==> src/rtl/ram189_bus_master.sv <==
// ram189_bus_master
//   Synchronous initiator for a single SN74x189 16x4 asynchronous RAM.
//   It accepts read and write requests from the core on a valid/ready
//   channel. It then sequences the RAM pins through programmable setup,
//   pulse, hold and access phases. The result goes back on a valid/ready
//   response channel: true-polarity read data for a read, or an ack for a
//   write. Only one operation is ever outstanding.
//
// Ports
//   clk, rst                 rising-edge clock, asynchronous active-high reset
//   req_valid/req_ready      request handshake
//   req_we, req_addr,        request: 1=write / 0=read, address,
//   req_wdata                write data (true polarity)
//   rsp_valid/rsp_ready      response handshake
//   rsp_we, rsp_rdata        echo of request type, read data (0 for writes)
//   ram_a, ram_d             RAM address / data-in pins
//   ram_cs_, ram_we_         RAM chip select / write enable (active-low)
//   ram_o_                   RAM outputs (inverted data), only used in R_ACCESS
//
// State table
//   IDLE     | ready for a request; RAM deselected
//   W_SETUP  | cs_ low, addr/data stable, we_ still high
//   W_PULSE  | we_ low, write in progress
//   W_HOLD   | we_ back high, addr/data/cs_ held
//   R_ACCESS | cs_ low, waiting out the RAM access time
//   RESP     | response presented, waiting for rsp_ready

module ram189_bus_master #(
    parameter int AW         = 4,
    parameter int DW         = 4,
    parameter int SETUP_CYC  = 1,
    parameter int PULSE_CYC  = 2,
    parameter int HOLD_CYC   = 1,
    parameter int ACCESS_CYC = 2
) (
    input  logic          clk,
    input  logic          rst,
    input  logic          req_valid,
    output logic          req_ready,
    input  logic          req_we,
    input  logic [AW-1:0] req_addr,
    input  logic [DW-1:0] req_wdata,
    output logic          rsp_valid,
    input  logic          rsp_ready,
    output logic          rsp_we,
    output logic [DW-1:0] rsp_rdata,
    output logic [AW-1:0] ram_a,
    output logic [DW-1:0] ram_d,
    output logic          ram_cs_,
    output logic          ram_we_,
    input  logic [DW-1:0] ram_o_
);

    generate
        if (SETUP_CYC < 1 || PULSE_CYC < 1 || HOLD_CYC < 1 || ACCESS_CYC < 1) begin : g_param_err
            $error("ram189_bus_master: all phase lengths must be >= 1");
        end
    endgenerate

    localparam int MAX_AB  = (SETUP_CYC > PULSE_CYC) ? SETUP_CYC : PULSE_CYC;
    localparam int MAX_CD  = (HOLD_CYC > ACCESS_CYC) ? HOLD_CYC : ACCESS_CYC;
    localparam int MAX_CYC = (MAX_AB > MAX_CD) ? MAX_AB : MAX_CD;
    localparam int CW      = $clog2(MAX_CYC + 1);

    // The counter holds "cycles remaining minus one", so the phase ends on the edge where it reads 0.
    localparam logic [CW-1:0] SETUP_LD  = CW'(SETUP_CYC - 1);
    localparam logic [CW-1:0] PULSE_LD  = CW'(PULSE_CYC - 1);
    localparam logic [CW-1:0] HOLD_LD   = CW'(HOLD_CYC - 1);
    localparam logic [CW-1:0] ACCESS_LD = CW'(ACCESS_CYC - 1);

    typedef enum logic [2:0] {
        IDLE     = 3'd0,
        W_SETUP  = 3'd1,
        W_PULSE  = 3'd2,
        W_HOLD   = 3'd3,
        R_ACCESS = 3'd4,
        RESP     = 3'd5
    } state_t;

    state_t        state_q,     state_d;
    logic [CW-1:0] cnt_q,       cnt_d;
    logic          req_ready_q, req_ready_d;
    logic          rsp_valid_q, rsp_valid_d;
    logic          rsp_we_q,    rsp_we_d;
    logic [DW-1:0] rsp_rdata_q, rsp_rdata_d;
    logic [AW-1:0] ram_a_q,     ram_a_d;
    logic [DW-1:0] ram_d_q,     ram_d_d;
    logic          ram_cs_q,    ram_cs_d;
    logic          ram_we_q,    ram_we_d;

    logic cnt_done;
    assign cnt_done = (cnt_q == '0);

    always_comb begin
        state_d     = state_q;
        cnt_d       = cnt_q;
        req_ready_d = req_ready_q;
        rsp_valid_d = rsp_valid_q;
        rsp_we_d    = rsp_we_q;
        rsp_rdata_d = rsp_rdata_q;
        ram_a_d     = ram_a_q;
        ram_d_d     = ram_d_q;
        ram_cs_d    = ram_cs_q;
        ram_we_d    = ram_we_q;

        case (state_q)
            IDLE: begin
                if (req_valid && req_ready_q) begin
                    // Address and data are captured only here.
                    // They therefore stay still for the whole write strobe.
                    ram_a_d     = req_addr;
                    ram_d_d     = req_wdata;
                    ram_cs_d    = 1'b0;
                    req_ready_d = 1'b0;
                    if (req_we) begin
                        state_d = W_SETUP;
                        cnt_d   = SETUP_LD;
                    end else begin
                        state_d = R_ACCESS;
                        cnt_d   = ACCESS_LD;
                    end
                end
            end
            W_SETUP: begin
                if (cnt_done) begin
                    state_d  = W_PULSE;
                    ram_we_d = 1'b0;
                    cnt_d    = PULSE_LD;
                end else begin
                    cnt_d = cnt_q - CW'(1);
                end
            end
            W_PULSE: begin
                if (cnt_done) begin
                    state_d  = W_HOLD;
                    ram_we_d = 1'b1;
                    cnt_d    = HOLD_LD;
                end else begin
                    cnt_d = cnt_q - CW'(1);
                end
            end
            W_HOLD: begin
                if (cnt_done) begin
                    state_d     = RESP;
                    ram_cs_d    = 1'b1;
                    rsp_valid_d = 1'b1;
                    rsp_we_d    = 1'b1;
                    rsp_rdata_d = '0;
                end else begin
                    cnt_d = cnt_q - CW'(1);
                end
            end
            R_ACCESS: begin
                if (cnt_done) begin
                    state_d     = RESP;
                    ram_cs_d    = 1'b1;
                    rsp_valid_d = 1'b1;
                    rsp_we_d    = 1'b0;
                    rsp_rdata_d = ~ram_o_;
                end else begin
                    cnt_d = cnt_q - CW'(1);
                end
            end
            RESP: begin
                if (rsp_ready) begin
                    state_d     = IDLE;
                    rsp_valid_d = 1'b0;
                    req_ready_d = 1'b1;
                end
            end
            default: begin
                state_d     = IDLE;
                ram_cs_d    = 1'b1;
                ram_we_d    = 1'b1;
                rsp_valid_d = 1'b0;
                req_ready_d = 1'b1;
            end
        endcase
    end

    always_ff @(posedge clk or posedge rst) begin
        if (rst) begin
            state_q     <= IDLE;
            cnt_q       <= '0;
            req_ready_q <= 1'b1;
            rsp_valid_q <= 1'b0;
            rsp_we_q    <= 1'b0;
            rsp_rdata_q <= '0;
            ram_a_q     <= '0;
            ram_d_q     <= '0;
            ram_cs_q    <= 1'b1;
            ram_we_q    <= 1'b1;
        end else begin
            state_q     <= state_d;
            cnt_q       <= cnt_d;
            req_ready_q <= req_ready_d;
            rsp_valid_q <= rsp_valid_d;
            rsp_we_q    <= rsp_we_d;
            rsp_rdata_q <= rsp_rdata_d;
            ram_a_q     <= ram_a_d;
            ram_d_q     <= ram_d_d;
            ram_cs_q    <= ram_cs_d;
            ram_we_q    <= ram_we_d;
        end
    end

    assign req_ready = req_ready_q;
    assign rsp_valid = rsp_valid_q;
    assign rsp_we    = rsp_we_q;
    assign rsp_rdata = rsp_rdata_q;
    assign ram_a     = ram_a_q;
    assign ram_d     = ram_d_q;
    assign ram_cs_   = ram_cs_q;
    assign ram_we_   = ram_we_q;

endmodule

==> config.mk <==
export PLATFORM = sky130hd
export DESIGN_NAME = ram189_bus_master
export DESIGN_NICKNAME = d
export VERILOG_FILES = /design/src/rtl/ram189_bus_master.sv
export SDC_FILE = /design/constraint.sdc
export NUM_CORES = 1
export LEC_CHECK = 0
export ABC_CLOCK_PERIOD_IN_PS = 2000
export CAP_MARGIN = 40
export CORE_MARGIN = 2
export CORE_UTILIZATION = 46
export CTS_CLUSTER_DIAMETER = 30
export DETAILED_ROUTE_END_ITERATION = 16
export PLACE_DENSITY = 0.78
export SYNTH_ARGS = -nofsm -noshare
export SYNTH_HDL_FRONTEND = slang
export SYNTH_SLANG_ARGS = --single-unit
==> constraint.sdc <==
create_clock -name clk -period 2 [get_ports clk]
set_clock_uncertainty 0.1 [all_clocks]
set_input_delay 0.2 -clock clk [delete_from_list [all_inputs] [get_ports clk]]
set_output_delay 0.2 -clock clk [all_outputs]
set_load 0.1 [all_outputs]
# Yosys cells after proc, flatten, opt, wreduce, memory -nomap -nowiden
# Cells that the tools add are included.
[op_classes] n_addsub=1 n_eq_ne=13 n_mux=26 bitwise=5 n_reduce_logical=18
[ops] operator="3-bit 2-to-1 mux" n=6
[ops] operator="3-bit AND reduction" n=6
[ops] operator="3-bit case mux with 5 select lines" n=1
[ops] operator="2-bit inequality test (second input constant)" n=7
[ops] operator="1-bit case mux with 3 select lines" n=4
[ops] operator="2-bit 2-to-1 mux" n=4
[ops] operator="4-bit 2-to-1 mux" n=2
[ops] operator="2-bit case mux with 4 select lines" n=1
[ops] operator="4-bit case mux with 2 select lines" n=1
[ops] operator="4-bit OR reduction" n=2
[ops] operator="3-bit by 2-bit == test with 1-bit output (second input constant)" n=2
[ops] operator="3-bit == test (second input constant)" n=2
[ops] operator="1-bit 2-to-1 mux" n=6
[ops] operator="3-bit OR reduction" n=2
[ops] operator="5-bit AND reduction" n=1
[ops] operator="1-bit inverter" n=4
[ops] operator="4-bit inverter" n=1
[ops] operator="4-bit nonzero test" n=1
[ops] operator="3-bit by 1-bit == test with 1-bit output (second input constant)" n=1
[ops] operator="3-bit logical NOT" n=1
[ops] operator="2-bit logical NOT" n=1
[ops] operator="2-bit by 1-bit inequality test with 1-bit output (second input constant)" n=1
[ops] operator="1-bit case mux with 2 select lines" n=1
[ops] operator="2-bit AND reduction" n=1
[ops] operator="other kinds (4)" n=4
[word_totals] register_bits=22 inputBits=17 out_inout_bits=17 elab_cells=73

# Logic depth before layout (Yosys ltp)
[logic_depth] word_depth=4 depth_mapped=7 depth_no_buf=6

# Worst setup path after synthesis
# No wires, ideal clock.
[synth_timing] path_kind="register -> register" from="register req_ready_q, in the netlist req_ready" to="register cnt_q[0]" setup_time_ps=79 arrival_ps=1708 required_ps=1821 setup_slack_ps=113 stages_incl_launch_ff=4 period_less_slack_ps=1887 path_cell_list="dfstp_2 > nand2_1 > a222oi_1 > mux2i_1"
[synth_between] elab_chain_len=3
[synth_lines] element="start: declaration" line="82" source="logic req_ready_q, req_ready_d;"
[synth_lines] element="start signal: assignment" line="196" source="req_ready_q <= req_ready_d;"
[synth_lines] element="1-bit logical AND" line="108" source="if (req_valid && req_ready_q) begin"
[synth_lines] element="2-bit inequality test (no source line)"
[synth_lines] element="3-bit AND reduction (no source line)"
[synth_lines] element="end signal: assignment" line="195" source="cnt_q <= cnt_d;"
[synth_lines] element="end: declaration" line="81" source="logic [CW-1:0] cnt_q, cnt_d;"
# No other way between the ends.
# A chain may end at the register's enable or synchronous reset.

# Final worst setup path
[layout_timing] from="register cnt_q[0]" to="register cnt_q[0]"
[layout_between] elab_chain_len=3 elab_cells_between_ends=8
[layout_lines] element="2-bit by 1-bit subtractor with 2-bit output / 2-bit logical NOT (equally long branches)"
[layout_lines] element="2-bit 2-to-1 mux (tied with other cells)" line="143, 154"
[layout_lines] element="2-bit case mux with 4 select lines / 3-bit AND reduction (equally long branches)"
# Parallel ways exist; a longest one is shown, timed or not. The select of a mux whose other input is x is not followed.

==> impl_summary.log <==
INFO  metric port_buffers = 33
INFO  metric top_signal_layer_used = met4
INFO  metric floorplan.core_area = 2430 sq um
INFO  metric hp-class = in2async
INFO  metric worstMarginPinSlew = 427 ps
INFO  metric via_count = 971
INFO  metric initialDrtViolationCount = 18
INFO  metric path_class = reg2reg
INFO  metric placement_rows = 18
INFO  metric horizontal_die_dimension = 54.1 um
INFO  metric tritoncts_clock_tree = built
INFO  metric synth-warning-count = 0
INFO  metric max_cap_violations = 0
INFO  metric critical_path_peak_fanout = 7
INFO  metric place_hpwl = 1910 um
INFO  metric fmax = 566 MHz
INFO  metric synth_cells = 117
INFO  metric finalSetupTns = 0 ps
INFO  metric setup_viol = 0
INFO  metric cts_hold_repair.buffers = 0
INFO  metric fp.dieArea = 2920 sq um
INFO  metric cts.htree.levels = 1
INFO  metric synth_nets = 137
INFO  metric antenna_left = 0
INFO  metric antennaDiodeCount = 0
INFO  metric synthArstFlopShare = 1.00
INFO  metric post-route-util = 0.639
INFO  metric dr_wl_met2 = 1280 um
INFO  metric synth_area_leader_cell = dfrtp_1
INFO  metric drtPass1Iterations = 4
INFO  metric final.period_utilization = 0.884
INFO  metric post_route_cells_drive_above_1_share = 0.224
INFO  metric number_of_enable_type_register_cells_in_the_synthesized_netlist = 0
INFO  metric first_global_vias = 972
INFO  metric clock_path_buffers = 2
INFO  metric synth_top_area_frac = 0.412
INFO  metric synth_top_flop_cell = dfrtp_1
INFO  metric layoutNonFillerInstCount = 182
INFO  metric status = complete, no violations
INFO  metric yosysUniqueCellTypes = 31
INFO  metric numPlacedInstances = 177
INFO  metric synthTopCellsByArea = dfrtp_1 41%, mux2_1 7.8%, dfstp_2 6.8%
INFO  metric layout-area-overhead-vs-synth = 34.8%
INFO  metric cp.arrival = 1910 ps
INFO  metric nNetsFinal = 173
INFO  metric grt_use_total = 0.200
INFO  metric initial_antenna_violation_count = 0
INFO  metric rsz0062_at_grt = false
INFO  metric hold_violations = 0
INFO  metric timing.max_slew.rel_slack = 0.715
INFO  metric grt_pass1_wl = 4170 um
INFO  metric synth.ff_latch_count = 22
INFO  metric slew_violations = 0
INFO  metric grt_max_degree = 23
INFO  metric post_synth.cell_area_avg = 9.86 sq um
INFO  metric met1Wirelength = 1010 um
INFO  metric synth.yosys.seq_area_share = 0.480
INFO  metric route.detailed.drc = 0
INFO  metric synth_top_cells_by_count = 19 x dfrtp_1, 14 x nor2_1, 12 x a21oi_1
INFO  metric crit_required = 2140 ps
INFO  metric drt-total-wl = 2450 um
INFO  metric worst_setup_hold_path_clk_slew = 120 ps
INFO  metric met3RoutedLength = 141 um
INFO  metric post_synth_instance_area = 1150 sq um
INFO  metric remaining_global_route_overflow = 0
INFO  metric clock_latency = 300 ps
INFO  metric gp_congestion = 0.787
INFO  metric chipHeight = 54.1 um
INFO  metric final_period_minus_worst_setup_slack = 1770 ps
INFO  metric synth_most_common_cell = dfrtp_1
INFO  metric clk_root_buf = clkbuf_4
INFO  metric start_util = 0.474
INFO  metric worst_setup_path_start_kind = register
INFO  metric post-route-cell-area = 1560 sq um
INFO  metric worstSetupEndpointType = register
INFO  metric cts.sink_count = 22
INFO  metric number_of_clock_buffers_inserted_by_tritoncts = 3
INFO  metric num_io_pins = 34
INFO  metric postPlaceCellArea = 1490 sq um
INFO  metric via_per_inst = 5.34
INFO  metric routed_wire_length_per_instance = 13.5 um
[routing by layer]
layer / global-route usage / vias to the layer above
met5: 0 / -
met4: 0.0375 / 0
met3: 0.0528 / 2
met2: 0.362 / 23
met1: 0.239 / 464
li1: - / 482
[critical path: stages (launching register included)]
cell,delay (ps)
dfrtp_1,430
inv_1,100
ha_1,280
or2_0,240
a222oi_1,220
buf_4,180
mux2i_1,160
[layout make-up]
type / instances / area, sq um
repair buffers: 39 / 358
clock inverters: 1 / 30.0
clock buffers: 3 / 22.5
flip-flops and latches: 22 / 554
well taps: 30 / 37.5
inverters: 7 / 26.3
multi-input cells: 80 / 527
fillers: 199 / 877
[layout by cell type, fill, tap and decap left out, drive strengths merged, types with 5 or more instances in the layout]
cell           count
mux2               8
a21oi             12
buf               23
inv                7
o21ai              6
nand2              8
clkdlybuf4s50     16
a211oi             5
nor2              14
dfrtp             19
[sequential cells by signal, summed over array words and instances, names as in the netlist]
| register | cells |
|---|---|
| ram_a | 4 |
| ram_d | 4 |
| rsp_rdata | 4 |
| state_q | 3 |
| cnt_q | 2 |
| ram_cs_ | 1 |
| ram_we_ | 1 |
| req_ready | 1 |
| rsp_valid | 1 |
| rsp_we | 1 |
[metrics by stage]
stage | hold WS [ps] | worst slack [ps]
finish | 107 | 232
global route | 163 | 59.8
CTS | 97.0 | 81.2
detailed placement | 382 | 103
global placement | 376 | 218
floorplan | 87.0 | 113
[logic make-up (layout without fill, tap and decap cells)]
family	count (synthesis)	in the layout	synth area share
mux	10	10	0.0954
flops	22	22	0.480
compound gates	31	31	0.171
simple gates	34	34	0.140
xor+xnor	2	2	0.0152
buf+inv	15	50	0.0651
fa+ha+maj	3	3	0.0325
[final timing paths]
kind	start	end	slack, ps	cells past startpoint
worst min register to register	ram_a[1]$_DFFE_PP0P_	ram_a[1]$_DFFE_PP0P_	400	1
max in group asynchronous	rst	ram_we_$_DFFE_PP1P_	1420	3
min in group clk	ram_o_[3]	rsp_rdata[3]$_DFFE_PP0P_	340	2
worst max-delay path	cnt_q[0]$_DFFE_PP0P_	cnt_q[0]$_DFFE_PP0P_	230	6
worst min-delay path	rst	ram_a[0]$_DFFE_PP0P_	110	3
worst max register to register	cnt_q[0]$_DFFE_PP0P_	cnt_q[0]$_DFFE_PP0P_	230	6
[repair_timing]
item                                    in CTS  in global routing
setup buffers                                0                  1
endpoints found under the setup margin       0                  5
gates resized for setup                      0                  1
Power is left out: the tool's default activity adds up to more than one toggle a clock period on the data nets, which glitch-free logic cannot reach.
